`config.mk`:
```
export PLATFORM = sky130hd
export DESIGN_NAME = alu_issue_ctrl
export DESIGN_NICKNAME = d
export VERILOG_FILES = /design/src/rtl/alu_pkg.sv /design/src/rtl/alu_regfile.sv /design/src/rtl/alu_issue_ctrl.sv
export SDC_FILE = /design/constraint.sdc
export NUM_CORES = 1
export LEC_CHECK = 0
export CORE_ASPECT_RATIO = 0.5
export CORE_MARGIN = 8
export CORE_UTILIZATION = 35
export DETAILED_ROUTE_END_ITERATION = 8
export HOLD_SLACK_MARGIN = 0.02
export SLEW_MARGIN = 20
export SYNTH_ARGS = -nofsm -noshare
export SYNTH_HDL_FRONTEND = slang
export SYNTH_SLANG_ARGS = --single-unit
```
`constraint.sdc`:
```
create_clock -name clk -period 26 [get_ports clk]
set_input_delay 5.2 -clock clk [delete_from_list [all_inputs] [get_ports clk]]
set_output_delay 5.2 -clock clk [all_outputs]
set_load 0.005 [all_outputs]
```
`src/rtl/alu_pkg.sv`:
```
// Shared constants, opcode map and FSM encoding for the ALU issue/writeback stage.
package alu_pkg;

    localparam int DATA_W = 32;
    localparam int ADDR_W = 3;
    localparam int OP_W   = 3;

    localparam logic [OP_W-1:0] OP_AND  = 3'd0;
    localparam logic [OP_W-1:0] OP_OR   = 3'd1;
    localparam logic [OP_W-1:0] OP_NAND = 3'd2;
    localparam logic [OP_W-1:0] OP_NOR  = 3'd3;
    localparam logic [OP_W-1:0] OP_ADD  = 3'd4;
    localparam logic [OP_W-1:0] OP_SUB  = 3'd5;
    localparam logic [OP_W-1:0] OP_MUL  = 3'd6;
    localparam logic [OP_W-1:0] OP_ILL  = 3'd7;

    typedef enum logic [1:0] {
        ST_IDLE = 2'd0,
        ST_READ = 2'd1,
        ST_EXEC = 2'd2,
        ST_RESP = 2'd3
    } state_e;

    function automatic logic is_illegal(input logic [OP_W-1:0] op);
        return op == OP_ILL;
    endfunction

endpackage

```
`src/rtl/alu_regfile.sv`:
```
// Register file: two asynchronous read ports, one synchronous write port, async clear.
module alu_regfile
    import alu_pkg::*;
#(
    parameter int DW = DATA_W,
    parameter int AW = ADDR_W
) (
    input  logic          clk,
    input  logic          rst,
    input  logic          we,
    input  logic [AW-1:0] waddr,
    input  logic [DW-1:0] wdata,
    input  logic [AW-1:0] raddr1,
    output logic [DW-1:0] rdata1,
    input  logic [AW-1:0] raddr2,
    output logic [DW-1:0] rdata2
);

    localparam int DEPTH = 1 << AW;

    logic [DW-1:0] regs [DEPTH];

    always_ff @(posedge clk or posedge rst) begin
        if (rst) begin
            for (int i = 0; i < DEPTH; i++) begin
                regs[i] <= '0;
            end
        end else if (we) begin
            regs[waddr] <= wdata;
        end
    end

    assign rdata1 = regs[raddr1];
    assign rdata2 = regs[raddr2];

endmodule

```
`src/rtl/alu_issue_ctrl.sv`:
```
// Issue/writeback stage around the external combinational ALU: command latch,
// operand/opcode registers, register file writeback and a held response channel.
module alu_issue_ctrl
    import alu_pkg::*;
#(
    parameter int DATA_W_P = DATA_W,
    parameter int ADDR_W_P = ADDR_W,
    parameter int OP_W_P   = OP_W
) (
    input  logic                clk,
    input  logic                rst,
    input  logic                cmd_valid,
    output logic                cmd_ready,
    input  logic                cmd_ld,
    input  logic [OP_W_P-1:0]   cmd_op,
    input  logic [ADDR_W_P-1:0] cmd_rs1,
    input  logic [ADDR_W_P-1:0] cmd_rs2,
    input  logic [ADDR_W_P-1:0] cmd_rd,
    input  logic [DATA_W_P-1:0] cmd_imm,
    output logic [DATA_W_P-1:0] alu_a,
    output logic [DATA_W_P-1:0] alu_b,
    output logic [OP_W_P-1:0]   alu_f,
    input  logic [DATA_W_P-1:0] alu_y,
    output logic                rsp_valid,
    input  logic                rsp_ready,
    output logic [DATA_W_P-1:0] rsp_data,
    output logic [ADDR_W_P-1:0] rsp_rd,
    output logic                rsp_err,
    output state_e              fsm_state
);

    // Handshakes: a transfer happens on a rising edge where valid && ready are both 1.
    // A producer holding valid keeps its payload stable until that edge; cmd_ready is
    // high only in IDLE and rsp_valid only in RESP, so the two channels never overlap.

    state_e              state;
    logic [OP_W_P-1:0]   op_q;
    logic [ADDR_W_P-1:0] rs1_q;
    logic [ADDR_W_P-1:0] rs2_q;
    logic [ADDR_W_P-1:0] rd_q;

    logic                accept;
    logic                rf_we;
    logic [ADDR_W_P-1:0] rf_waddr;
    logic [DATA_W_P-1:0] rf_wdata;
    logic [DATA_W_P-1:0] rf_rdata1;
    logic [DATA_W_P-1:0] rf_rdata2;

    assign accept    = (state == ST_IDLE) && cmd_valid && cmd_ready;
    assign fsm_state = state;

    // Loads write on the accept edge straight from the command bus; ALU results write in EXEC.
    always_comb begin
        rf_we    = 1'b0;
        rf_waddr = rd_q;
        rf_wdata = alu_y;
        if (accept && cmd_ld) begin
            rf_we    = 1'b1;
            rf_waddr = cmd_rd;
            rf_wdata = cmd_imm;
        end else if (state == ST_EXEC && !is_illegal(op_q)) begin
            rf_we    = 1'b1;
        end
    end

    alu_regfile #(
        .DW (DATA_W_P),
        .AW (ADDR_W_P)
    ) u_regfile (
        .clk    (clk),
        .rst    (rst),
        .we     (rf_we),
        .waddr  (rf_waddr),
        .wdata  (rf_wdata),
        .raddr1 (rs1_q),
        .rdata1 (rf_rdata1),
        .raddr2 (rs2_q),
        .rdata2 (rf_rdata2)
    );

    always_ff @(posedge clk or posedge rst) begin
        if (rst) begin
            state     <= ST_IDLE;
            cmd_ready <= 1'b0;
            op_q      <= '0;
            rs1_q     <= '0;
            rs2_q     <= '0;
            rd_q      <= '0;
            alu_a     <= '0;
            alu_b     <= '0;
            alu_f     <= '0;
            rsp_valid <= 1'b0;
            rsp_data  <= '0;
            rsp_rd    <= '0;
            rsp_err   <= 1'b0;
        end else begin
            case (state)
                ST_IDLE: begin
                    if (accept) begin
                        cmd_ready <= 1'b0;
                        op_q      <= cmd_op;
                        rs1_q     <= cmd_rs1;
                        rs2_q     <= cmd_rs2;
                        rd_q      <= cmd_rd;
                        if (cmd_ld) begin
                            rsp_valid <= 1'b1;
                            rsp_data  <= cmd_imm;
                            rsp_rd    <= cmd_rd;
                            rsp_err   <= 1'b0;
                            state     <= ST_RESP;
                        end else begin
                            state     <= ST_READ;
                        end
                    end else begin
                        // First IDLE cycle after reset release raises ready here.
                        cmd_ready <= 1'b1;
                    end
                end
                ST_READ: begin
                    alu_a <= rf_rdata1;
                    alu_b <= rf_rdata2;
                    alu_f <= op_q;
                    state <= ST_EXEC;
                end
                ST_EXEC: begin
                    rsp_valid <= 1'b1;
                    rsp_rd    <= rd_q;
                    if (is_illegal(op_q)) begin
                        rsp_data <= '0;
                        rsp_err  <= 1'b1;
                    end else begin
                        rsp_data <= alu_y;
                        rsp_err  <= 1'b0;
                    end
                    state <= ST_RESP;
                end
                ST_RESP: begin
                    if (rsp_valid && rsp_ready) begin
                        rsp_valid <= 1'b0;
                        cmd_ready <= 1'b1;
                        state     <= ST_IDLE;
                    end
                end
                default: begin
                    state     <= ST_IDLE;
                    cmd_ready <= 1'b0;
                    rsp_valid <= 1'b0;
                end
            endcase
        end
    end

endmodule
```
; ---- Yosys cells after proc, flatten, opt, wreduce, memory -nomap -nowiden
; Index checks and enable logic that the tools add are counted.
[totals]
register_bits = 375
inputBits = 81
out_inout_bits = 107
wordCells = 86
[classes]
order_cmp = 4
eq_ne = 7
muxes = 35
n_bitwise = 3
reduce_logical = 16
[op_table]
columns = cell, n
row1 = 2-to-1 mux 32 bit, 9
row2 = bitwise mux 256 bit, 1
row3 = binary-select mux 32 bit (select 3 bit), 2
row4 = demux 32 bit (select 3 bit), 1
row5 = case mux 32 bit (2 select lines), 1
row6 = "greater-or-equal comparator 4 bit, second input constant", 3
row7 = NOT 3 -> 4 bit, 3
row8 = 2-to-1 mux 1 bit, 10
row9 = 2-to-1 mux 3 bit, 3
row10 = case mux 2 bit (4 select lines), 1
row11 = logical AND 1 bit, 6
row12 = 2-to-1 mux 2 bit, 3
row13 = "!= test 2 bit, second input constant", 3
row14 = case mux 3 bit (2 select lines), 1
row15 = AND reduction 2 bit, 3
row16 = "== test 2 bit, second input constant", 2
row17 = "< comparator 4 x 1 -> 1 bit, second input constant", 1
row18 = case mux 1 bit (2 select lines), 2
row19 = AND reduction 4 bit, 1
row20 = nonzero test 2 bit, 2
row21 = "== test 3 bit, second input constant", 1
row22 = case mux 1 bit (3 select lines), 1
row23 = AND reduction 3 bit, 1
row24 = nonzero test 3 bit, 1
row25 = other kinds (3), 3

; ---- Longest topological paths before layout
; Gate-level depths: netlist of the first run.
[depth]
ltp_word = 11
mapped_depth = 9
depth_no_buf = 6

; ---- Cells and area by module
; A second synthesis of the first run with hierarchy kept.
[unflattened]
cells_unflattened = 1171
area_unflattened_um2 = 19419.9
[by_module_without_submodules]
columns = mod, n_inst, cells_per_inst, area_each_um2, seq_area_each_um2
row1 = alu_regfile, 1, 780, 13847.0, 6406.1
row2 = alu_issue_ctrl, 1, 391, 5572.8, 2977.9

; ---- Worst setup path before layout of the first run
; Ideal clock, no wire load.
[synth_timing]
kind = input to register
from = input cmd_valid
to = register u_regfile.regs[211] in the netlist's numbering
setup_ns = 0.125
t_arrival_ns = 6.534
required_time_ns = 25.875
setup_slack_ns = 19.341
path_stages = 6
path_buffers = 2
path_cell_list = and4_4 > buf_6 > or3_4 > o32ai_4 > buf_6 > mux2_2
[synth_via]
elab_chain_cells = 10
word_cells_on_any_way = 13
classes_between = order compare: 2 / mux: 6 / bitwise: 1 / reduce/logical: 4
[synth_lines]
columns = item, line_no
row1 = start: declaration, alu_issue_ctrl.sv:12  ; input logic cmd_valid,
row2 = logical AND 1 bit * (2 in a row), alu_issue_ctrl.sv:49  ; assign accept = (state == ST_IDLE) && cmd_valid && cmd_ready;
row3 = logical AND 1 bit *, alu_issue_ctrl.sv:57  ; if (accept && cmd_ld) begin
row4 = 2-to-1 mux 3 bit, alu_issue_ctrl.sv:57
row5 = NOT 3 -> 4 bit (not written as such), alu_regfile.sv:29  ; regs[waddr] <= wdata;
row6 = greater-or-equal comparator 4 bit (not written as such) / < comparator 4 x 1 -> 1 bit (equally long branches), alu_regfile.sv:29
row7 = logical AND 1 bit (not written as such), alu_regfile.sv:29
row8 = 2-to-1 mux 32 bit (not written as such), alu_regfile.sv:29
row9 = demux 32 bit (select 3 bit), alu_regfile.sv:29
row10 = bitwise mux 256 bit, alu_regfile.sv:29
row11 = end signal: indexed assignment, alu_regfile.sv:29
row12 = end: declaration, alu_regfile.sv:21  ; logic [DW-1:0] regs [DEPTH];
; Every way passes the cells marked *; elsewhere a longest branch is shown, timed or not.
; A chain may end at the register's enable or synchronous reset.

; ---- Worst setup path in the final report of the first run
[layout_timing]
from = input cmd_valid
to = register u_regfile.regs[208] in the netlist's numbering
; Same word-level chain as after synthesis.

==> results of run 1 <==
-- critical path: cells and delay by family --
| family | cells | cell delay, ns |
|---|---|---|
| AO/OA/AOI/OAI | 1 | 0.56 |
| AND/OR/NAND/NOR | 2 | 0.86 |
| multiplexers | 1 | 0.39 |
| buffers and inverters | 2 | 1.04 |
-- final cells by class --
type / count / area share
repair buffers: 213 / 0.09152
clock buffers: 60 / 0.05119
clock inverters: 5 / 0.002195
inverters: 69 / 0.01169
flip-flops and latches: 375 / 0.4118
well taps: 713 / 0.03912
multi-input cells: 1073 / 0.3925
-- flip-flops by register name, indices dropped and copies added, names as in the netlist --
signal and count:
rd_q 3, rs2_q 3, rs1_q 3, rsp_valid 1
alu_b 32, u_regfile.regs 256, rsp_data 32, alu_f 3
cmd_ready 1, fsm_state 2, rsp_err 1, rsp_rd 3
alu_a 32, op_q 3
-- cells by family after synthesis --
| family | after synthesis | share of synthesized area |
|---|---|---|
| simple gates | 259 | 0.06277 |
| buf+inv | 194 | 0.04454 |
| compound gates | 278 | 0.09511 |
| mux | 531 | 0.3023 |
| fa+ha+maj | 5 | 0.003280 |
| flops | 375 | 0.4920 |
-- power groups by stage --
stage / Sequential [uW] / Combinational [uW] / Clock (uW)
detailed placement: 1120 / 1440 / 0
floorplan: 1050 / 1000 / 0
CTS: 1110 / 1450 / 564
global placement: 1110 / 1420 / 0
finish: 1120 / 1430 / 551
global route: 1160 / 1560 / 586
-- how the worst max path moves through the flow --
| stage | startpoint | end | cells after the start | slack (ns) |
|---|---|---|---|---|
| 3_3_place_gp | rst | rs1_q[1]$_DFFE_PP0P_ | 4 | 17.69 |
| 2_1_floorplan | rst | alu_a[0]$_DFFE_PP0N_ | 1 | 10.38 |
| 5_1_grt | rst | rs1_q[1]$_DFFE_PP0P_ | 4 | 18.00 |
| 6_report | cmd_valid | u_regfile.regs[208]$_DFFE_PP0P_ | 6 | 18.34 |
| 4_1_cts | rst | rs1_q[1]$_DFFE_PP0P_ | 4 | 18.30 |
| 3_5_place_dp | rst | rs1_q[1]$_DFFE_PP0P_ | 4 | 17.70 |
-- cell usage after synthesis, drive strengths merged (2+ instances only) --
library cell  count  area [um^2]
and2              2        12.51
o21ai            67        335.3
nand3            68        340.3
inv              68        255.2
o32ai             3        60.06
nand2b            2        12.51
a21oi            71        355.3
o22a              2        17.52
nand4             2        18.77
mux2            271         3164
nand2           102        382.9
buf              59        342.8
dfrtp           375         9384
nand3b            2        15.01
nor2             41        153.9
mux2i           260         2603
and3             32        200.2
ha                5        62.56
a22oi           128        960.9
clkbuf           66        247.7
nor2b             4        25.02
or3               2        17.52
-- layout by cell type (no fill, tap or decap), types with 2 or more instances in the layout --
cell type	synthesis	routed
nor2b_4	0	4
mux2_1	12	12
a22oi_1	128	128
and2_1	2	2
mux2_4	30	30
and3_1	32	32
nand2b_1	2	2
nand2_1	102	102
ha_1	5	4
nand3_1	68	68
clkinv_2	0	4
a21oi_1	71	71
dfrtp_4	0	2
clkdlybuf4s50_1	0	187
buf_4	3	25
o21ai_0	66	66
nor2_4	0	2
nand3b_1	2	2
clkbuf_1	66	12
mux2i_1	260	260
nor2_1	41	39
clkbuf_8	0	7
dfrtp_1	375	373
clkbuf_16	0	41
mux2_2	229	229
o32ai_4	1	3
inv_1	68	67
-- through the flow --
| step | utilization | setup WS, ns |
|---|---|---|
| 4_1_cts | 0.4235 | 18.30 |
| 2_1_floorplan | - | 10.38 |
| 3_3_place_gp | 0.4004 | 17.69 |
| 6_report | 0.4237 | 18.34 |
| 3_5_place_dp | 0.4009 | 17.70 |
| 5_1_grt | 0.4237 | 18.00 |
-- layer usage --
metal	wire (um)	global-route usage	vias to the layer above
li1	-	-	6171
met1	24250	0.2187	6841
met2	26530	0.2882	242
met3	1814	0.02285	97
met4	1376	0.04722	0
met5	0	0	-
==> qor.yml, run 1 <==
grt:
  grt_max_degree: 129
  grt_pass1_wl_um: 84030
  antenna_found_initial: 1
  track_usage: 0.1670
  grt-ovfl-total: 0
  grt_pass1_vias: 13715
power:
  clkPwrFrac: 0.178
  total_power_uw: 3102
  internal-power_uw: 1927
  ir_worst_vdd_uv: 54.99
  swShare: 0.3788
  pwr-share-comb: 0.462
  power_switching_uw: 1175
  power_density_mw_per_mm2: 136.0
  p_leak_uw: 0.01010
  seqPwrFrac: 0.360
worst_setup_path:
  crit_path_top_delay_cell: "o32ai_4"
  max_stage_delay_ns: 0.56
  reg2reg_slack_ns: 22.49
  r2r_end: "u_regfile.regs[208]$_DFFE_PP0P_"
  cp_max_fo: 34
  reg2regPathDepth: 7
  required_ns: 26.42
  path_cells: "clkdlybuf4s50_1, and4_4, nand2_1, o32ai_4, buf_4, mux2_2"
  critPathArrivalTime_ns: 8.08
  r2r_start: "fsm_state[0]$_DFFE_PP0P_"
  end_kind: "flop"
  worstSetupPathType: "in2reg"
  crit_path_start_kind: "input port"
synth:
  ys_types: 41
  syn_area_per_cell_um2: 11.62
  synth_edf_count: 0
  synthesis.area_mm2: 0.01907
  syn_nets: 1728
  synth_ff_type: "dfrtp_1"
  yosysWarningCount: 0
  synth_seq_cells: 375
  syn_inst: 1642
  postSynth.asyncResetShare: 1.000
  yosysSeqAreaShare: 0.4920
place:
  gp_congestion: 0.7603
  port_buffers: 187
  dp_hpwl_um: 32470
  dpl.cell_count: 2443
  dpl_cell_area_mm2: 0.02158
detailed_routing:
  viasPerCell: 5.323
  dr_total_vias: 13351
  routedWlPerCell_um: 21.52
  drt_first_pass_iters: 5
  drc_errors: 0
  ant_nets: 0
  drt-total-wl_um: 53960
  drt_iter0_drc: 946
final_layout:
  register_area_mm2: 0.009392
  stdcell_count: 2508
  area_growth_pct: 19.55
  antennaDiodeCount: 0
  fillerInstances: 5057
  fin_nets: 1857
  multi_input_area_mm2: 0.008950
  drive_gt1_frac: 0.2006
  final_cell_area_mm2: 0.02280
worst_hold_path:
  min_from: "alu_f[1]$_DFFE_PP0N_"
  worstHoldEndpoint: "alu_f[1]$_DFFE_PP0N_"
  worstHoldPathCells: 1
  hold_class: "reg2reg"
floorplanning:
  ios: 188
  die_y_um: 181.1
  initial_core_util: 0.3544
  coreArea_mm2: 0.05383
  die_width_um: 346.1
  core.rowCount: 60
  die_area_mm2: 0.06268
clock_tree:
  h-tree-depth: 2
  cts_setup_buffers: 0
  clockBufferDepth: 3
  cts_buffers: 39
  cts_resized: 0
  clk_latency_ns: 0.54
  cts_sinks: 375
  hold_buffers: 0
  cts_tree: "yes"
  path_clk_slew_ns: 0.06
  cts_root_buf: "clkbuf_16"
sta:
  period_needed_ns: 7.655
  fin_worst_skew_ns: 0.01584
  final_hold_viol_count: 0
  timing.hold.ws_ns: 0.5102
  worst-slew-pin-transition_ns: 1.182
  setup_violations: 0
  timing.fmax_ghz: 0.1306
  fin_crit_sh: 0.2944
  fin_tns_setup_ns: 0
  slew_viol_final: 0
  slew_headroom: 0.2106
  rsz0062_at_grt: "no"
outcome:
  status: "completed"
job:
  maxCapViolations: 0
Note: power is estimated with default switching activity, not from simulation.
==> run 2: changes to the inputs <==
Clock period 26 ns to 6.25 ns, I/O delays scaled along.
==> run 2 against run 1 <==
Register-to-register slack lost 20 ns. Global-route usage is essentially flat. Combinational power grew to 4.1 times the previous value. Critical endpoint is now u_regfile.regs[119]$_DFFE_PP0P_. Wire length increased by 0.64%. Critical path depth down 1. Clock skew rose by 0.011 ns. Design area is 0.37% higher. Utilization grew 0.16 points. Die area is the same. Largest power group unchanged. Flip-flop and latch count stayed put.
==> qor.yml, run 2 (same netlist as run 1, synthesis figures left out) <==
outcome:
  status: "completed"  # unchanged
sta:
  timing.fmax_ghz: 0.2594
  slew_viol_final: 0  # unchanged
  fin_tns_setup_ns: 0  # unchanged
  worst-slew-pin-transition_ns: 1.091  # was 1.182 ns
  worst_slack_ns: 2.395  # was 18.34 ns
  slew_headroom: 0.2727  # was 0.2106
  final_hold_viol_count: 0  # unchanged
  fin_worst_skew_ns: 0.02677  # was 0.01584 ns
  period_needed_ns: 3.855
  fin_crit_sh: 0.6168
  rsz0062_at_grt: "no"  # unchanged
  setup_violations: 0  # unchanged
  timing.hold.ws_ns: 0.5118  # was 0.5102 ns
power:
  power_switching_uw: 4898  # was 1175 uW
  power_density_mw_per_mm2: 565.8  # was 136.0 mW/mm^2
  ir_worst_vdd_uv: 278.6  # was 54.99 uV
  internal-power_uw: 8054  # was 1927 uW
  pwr-share-comb: 0.458  # was 0.462
  p_leak_uw: 0.01014  # was 0.01010 uW
  clkPwrFrac: 0.180  # was 0.178
  seqPwrFrac: 0.363  # was 0.360
  swShare: 0.3782  # was 0.3788
floorplanning:
  core.rowCount: 60  # unchanged
  ios: 188  # unchanged
  initial_core_util: 0.3544  # unchanged
  die_area_mm2: 0.06268  # unchanged
  die_y_um: 181.1  # unchanged
  die_width_um: 346.1  # unchanged
  coreArea_mm2: 0.05383  # unchanged
final_layout:
  final_util: 0.4252  # was 0.4237
  fillerInstances: 4995  # was 5057
  antennaDiodeCount: 0  # unchanged
  multi_input_area_mm2: 0.008950  # unchanged
  top_register: "u_regfile.regs"  # unchanged
  layout_commonest_cell: "dfrtp_1"  # unchanged
  register_area_mm2: 0.009392  # unchanged
  stdcell_count: 2507  # was 2508
  largest_register_ffs: 256  # unchanged
  drive_gt1_frac: 0.2035  # was 0.2006
  layout_common_cells: "dfrtp_1, mux2i_1, mux2_2, clkdlybuf4s50_1, a22oi_1"  # unchanged
  fin_nets: 1856  # was 1857
  area_growth_pct: 20.00  # was 19.55%
clock_tree:
  cts_sinks: 375  # unchanged
  cts_root_buf: "clkbuf_16"  # unchanged
  cts_tree: "yes"  # unchanged
  h-tree-depth: 2  # unchanged
  clockBufferDepth: 3  # unchanged
  cts_buffers: 39  # unchanged
  hold_buffers: 0  # unchanged
  cts_resized: 0  # unchanged
  clk_latency_ns: 0.55  # was 0.54 ns
  cts_setup_buffers: 0  # unchanged
  path_clk_slew_ns: 0.06  # about the same
place:
  port_buffers: 187  # unchanged
  place_ws_ns: 1.809  # was 17.70 ns
  dp_hpwl_um: 32880  # was 32470 um
  gp_congestion: 0.7694  # was 0.7603
  dpl.cell_count: 2442  # was 2443
worst_setup_path:
  worstSetupPathType: "in2reg"  # unchanged
  critPathArrivalTime_ns: 4.29  # was 8.08 ns
  reg2regPathDepth: 7  # unchanged
  crit_path_start_kind: "input port"  # unchanged
  end_kind: "flop"  # unchanged
  required_ns: 6.68  # was 26.42 ns
  cp_max_fo: 25  # was 34
grt:
  track_usage: 0.1667  # was 0.1670
  antenna_found_initial: 1  # unchanged
  grt_pass1_wl_um: 83840  # was 84030 um
  grt-ovfl-total: 0  # unchanged
  grt_pass1_vias: 13743  # was 13715
  grt_max_degree: 122  # was 129
detailed_routing:
  ant_nets: 0  # unchanged
  drt_first_pass_iters: 5  # unchanged
  drc_errors: 0  # unchanged
  viasPerCell: 5.326  # was 5.323
  drt-total-wl_um: 54310  # was 53960 um
  drt_iter0_drc: 889  # was 946
  dr_total_vias: 13352  # was 13351
  routedWlPerCell_um: 21.66  # was 21.52 um
job:
  maxCapViolations: 0  # unchanged
worst_hold_path:
  worstHoldPathCells: 1  # unchanged
  hold_class: "reg2reg"  # unchanged
-- run 2: changes by cell type in the layout (fill, tap and decap cells not counted), sizes merged --
cell	delta
buf	-1
clkinv	+1
clkinvlp	+1
clkbuf	-2
-- run 2: critical path, cell delays in order --
cell and delay, ns:
clkdlybuf4s50_1 0.54, nand4_2 0.64, o32ai_4 0.83, buf_4 0.59, mux2_2 0.40
-- run 2: layout make-up --
| cell class | count | area share |
|---|---|---|
| flip-flops and latches | 375 | 0.4103 |
| well taps | 713 | 0.03897 |
| multi-input cells | 1073 | 0.3910 |
| inverters | 69 | 0.01148 |
| clock buffers | 58 | 0.05193 |
| clock inverters | 7 | 0.003280 |
| repair buffers | 212 | 0.09304 |
-- run 2: stage by stage --
stage | power, uW | cell area, um^2
floorplan | 8525 | 19080
global placement | 10540 | 21590
detailed placement | 10680 | 21620
CTS | 13050 | 22880
global route | 13780 | 22890
finish | 12950 | 22890
-- run 2: final timing paths --
path	start	slack (ns)	to
setup / recovery	cmd_valid	2.39	u_regfile.regs[119]$_DFFE_PP0P_
hold / removal	u_regfile.regs[88]$_DFFE_PP0P_	0.51	u_regfile.regs[88]$_DFFE_PP0P_
hold reg to reg	u_regfile.regs[88]$_DFFE_PP0P_	0.51	u_regfile.regs[88]$_DFFE_PP0P_
min in group asynchronous	rst	1.21	alu_b[21]$_DFFE_PP0N_
max in group asynchronous	rst	3.86	u_regfile.regs[4]$_DFFE_PP0P_
setup reg to reg	fsm_state[0]$_DFFE_PP0P_	2.57	u_regfile.regs[148]$_DFFE_PP0P_
-- run 2: power by group through the flow --
stage               Clock (uW)  Sequential, uW  Combinational [uW]
floorplan                    0            4350                4180
global placement             0            4680                5860
detailed placement           0            4720                5960
CTS                       2390            4690                5980
global route              2480            4870                6430
finish                    2330            4700                5930
-- run 2: routing by layer --
layer,GRT usage,part of all wire,vias to the layer above
li1,-,-,6173
met1,0.2189,0.45,6885
met2,0.2884,0.49,221
met3,0.02377,0.035,73
met4,0.04274,0.022,0
met5,0,0,-
==> run 3: changes to the inputs <==
Clock period 6.25 ns to 3.7 ns, I/O delays scaled along.
==> run 3 against run 2 <==
Non-clock buffer count rose by 33. Combinational power rose by 74%. Wire length rose by 1.3%. Clock skew fell by 0.0033 ns. First-iteration DRC count fell by 2.6%. Highest routed layer unchanged. Critical path depth rose by 2.
==> qor.yml, run 3 (same netlist as run 1, synthesis figures left out) <==
detailed_routing:
  routedWlPerCell_um: 21.68  # was 21.66 um
  ant_nets: 0  # unchanged
  drt_first_pass_iters: 5  # unchanged
  drt-total-wl_um: 55040  # was 54310 um
  drc_errors: 0  # unchanged
  viasPerCell: 5.338  # was 5.326
  dr_total_vias: 13553  # was 13352
  drt_iter0_drc: 866  # was 889
sta:
  final_hold_viol_count: 0  # unchanged
  rsz0062_at_grt: "no"  # unchanged
  timing.fmax_ghz: 0.3404
  slew_viol_final: 0  # unchanged
  timing.hold.ws_ns: 0.5062  # was 0.5118 ns
  worst-slew-pin-transition_ns: 0.9693  # was 1.091 ns
  fin_worst_skew_ns: 0.02351  # was 0.02677 ns
  fin_crit_sh: 0.7940
  slew_headroom: 0.3514  # was 0.2727
  worst_slack_ns: 0.7621  # was 2.395 ns
  setup_violations: 0  # unchanged
  period_needed_ns: 2.938
final_layout:
  fin_nets: 1889  # was 1856
  top_register: "u_regfile.regs"  # unchanged
  final_cell_area_mm2: 0.02318  # was 0.02289 mm^2
  fillerInstances: 5003  # was 4995
  stdcell_count: 2539  # was 2507
  layout_common_cells: "dfrtp_1, mux2i_1, mux2_2, clkdlybuf4s50_1, a22oi_1"  # unchanged
  drive_gt1_frac: 0.2144  # was 0.2035
  layout_commonest_cell: "dfrtp_1"  # unchanged
  largest_register_ffs: 256  # unchanged
  area_growth_pct: 21.52  # was 20.00%
grt:
  antenna_found_initial: 2  # was 1
  grt_pass1_wl_um: 85320  # was 83840 um
  track_usage: 0.1704  # was 0.1667
  grt_max_degree: 76  # was 122
  grt_pass1_vias: 14075  # was 13743
  grt-ovfl-total: 0  # unchanged
power:
  power_density_mw_per_mm2: 948.8  # was 565.8 mW/mm^2
  p_leak_uw: 0.01029  # was 0.01014 uW
  ir_worst_vdd_uv: 461.2  # was 278.6 uV
  total_power_uw: 21990  # was 12950 uW
place:
  dpl_cell_area_mm2: 0.02196  # was 0.02162 mm^2
  port_buffers: 187  # unchanged
  place_ws_ns: 0.5372  # was 1.809 ns
  dpl.cell_count: 2475  # was 2442
  dp_hpwl_um: 35310  # was 32880 um
  gp_congestion: 0.7744  # was 0.7694
worst_setup_path:
  startpoint: "fsm_state[1]$_DFFE_PP0P_"  # was cmd_valid
  critPathArrivalTime_ns: 3.37  # was 4.29 ns
  r2r_start: "fsm_state[1]$_DFFE_PP0P_"  # was fsm_state[0]$_DFFE_PP0P_
  required_ns: 4.13  # was 6.68 ns
  worstSetupPathType: "reg2reg"  # was in2reg
  cp_max_fo: 24  # was 25
  end_kind: "flop"  # unchanged
  crit_path_start_kind: "flop"  # was input port
  reg2reg_slack_ns: 0.76  # was 2.57 ns
  reg2regPathDepth: 7  # unchanged
  r2r_end: "u_regfile.regs[212]$_DFFE_PP0P_"  # was u_regfile.regs[148]$_DFFE_PP0P_
clock_tree:
  cts_setup_buffers: 0  # unchanged
  path_clk_slew_ns: 0.06  # about the same
  cts_buffers: 39  # unchanged
  hold_buffers: 0  # unchanged
  cts_root_buf: "clkbuf_16"  # unchanged
  cts_tree: "yes"  # unchanged
  h-tree-depth: 2  # unchanged
  cts_resized: 0  # unchanged
  clk_latency_ns: 0.55  # about the same
  cts_sinks: 375  # unchanged
  clockBufferDepth: 3  # unchanged
floorplanning:
  die_width_um: 346.1  # unchanged
  die_y_um: 181.1  # unchanged
  ios: 188  # unchanged
  die_area_mm2: 0.06268  # unchanged
  core.rowCount: 60  # unchanged
  coreArea_mm2: 0.05383  # unchanged
  initial_core_util: 0.3544  # unchanged
worst_hold_path:
  worstHoldPathCells: 1  # unchanged
  worstHoldEndpoint: "alu_f[1]$_DFFE_PP0N_"  # was u_regfile.regs[88]$_DFFE_PP0P_
  hold_class: "reg2reg"  # unchanged
  min_from: "alu_f[1]$_DFFE_PP0N_"  # was u_regfile.regs[88]$_DFFE_PP0P_
outcome:
  status: "completed"  # unchanged
job:
  maxCapViolations: 0  # unchanged
-- run 3: changes by cell type in the layout (fill, tap and decap cells not counted), sizes merged --
cell and change:
buf +33, bufinv +1, diode +2, clkinv -2
clkbuf -2
-- run 3: area by class of cell --
type	count	area [um^2]	area share
multi-input cells	1073	8942	0.3858
well taps	713	892.1	0.03849
clock inverters	6	95.09	0.004102
clock buffers	56	1121	0.04836
inverters	69	262.8	0.01134
diodes	2	5.005	0.0002159
repair buffers	245	2470	0.1066
flip-flops and latches	375	9392	0.4052
-- run 3: how the worst max path moves through the flow --
stage                                      end  slack, ns
2_1_floorplan             alu_a[0]$_DFFE_PP0N_      -2.08
3_3_place_gp   u_regfile.regs[176]$_DFFE_PP0P_       0.58
3_5_place_dp   u_regfile.regs[176]$_DFFE_PP0P_       0.54
4_1_cts        u_regfile.regs[201]$_DFFE_PP0P_       0.75
5_1_grt        u_regfile.regs[221]$_DFFE_PP0P_       0.61
6_report       u_regfile.regs[212]$_DFFE_PP0P_       0.76
-- run 3: per-layer routing --
metal  vias up  global-route usage  wire length [um]  share of wire
li1       6248                   -                 -              -
met1      6959              0.2201             24170           0.44
met2       253              0.2946             27350           0.50
met3        93             0.02530              1978          0.036
met4         0             0.05235              1538          0.028
met5         -                   0                 0              0
-- run 3: per-stage QoR --
stage	utilization	setup TNS, ns
3_5_place_dp	0.4080	0
2_1_floorplan	-	-778.53
4_1_cts	0.4305	0
3_3_place_gp	0.4080	0
6_report	0.4306	0
5_1_grt	0.4306	0
-- run 3: report_power, final --
part           switching [uW]  total, uW  internal (uW)  leakage (uW)
Clock                    1640       3870           2230      0.000595
Sequential               1640       7820           6180       0.00452
Combinational            5030      10300           5270       0.00517
Total                    8310      22000          13700        0.0103
-- run 3: worst max-delay path, stage by stage, from the launching register on --
cell and delay, ns:
dfrtp_1 0.44, inv_1 0.16, ha_1 0.43, and4_4 0.44, nand2_1 0.24, o32ai_4 0.28
buf_4 0.42, mux2_2 0.39
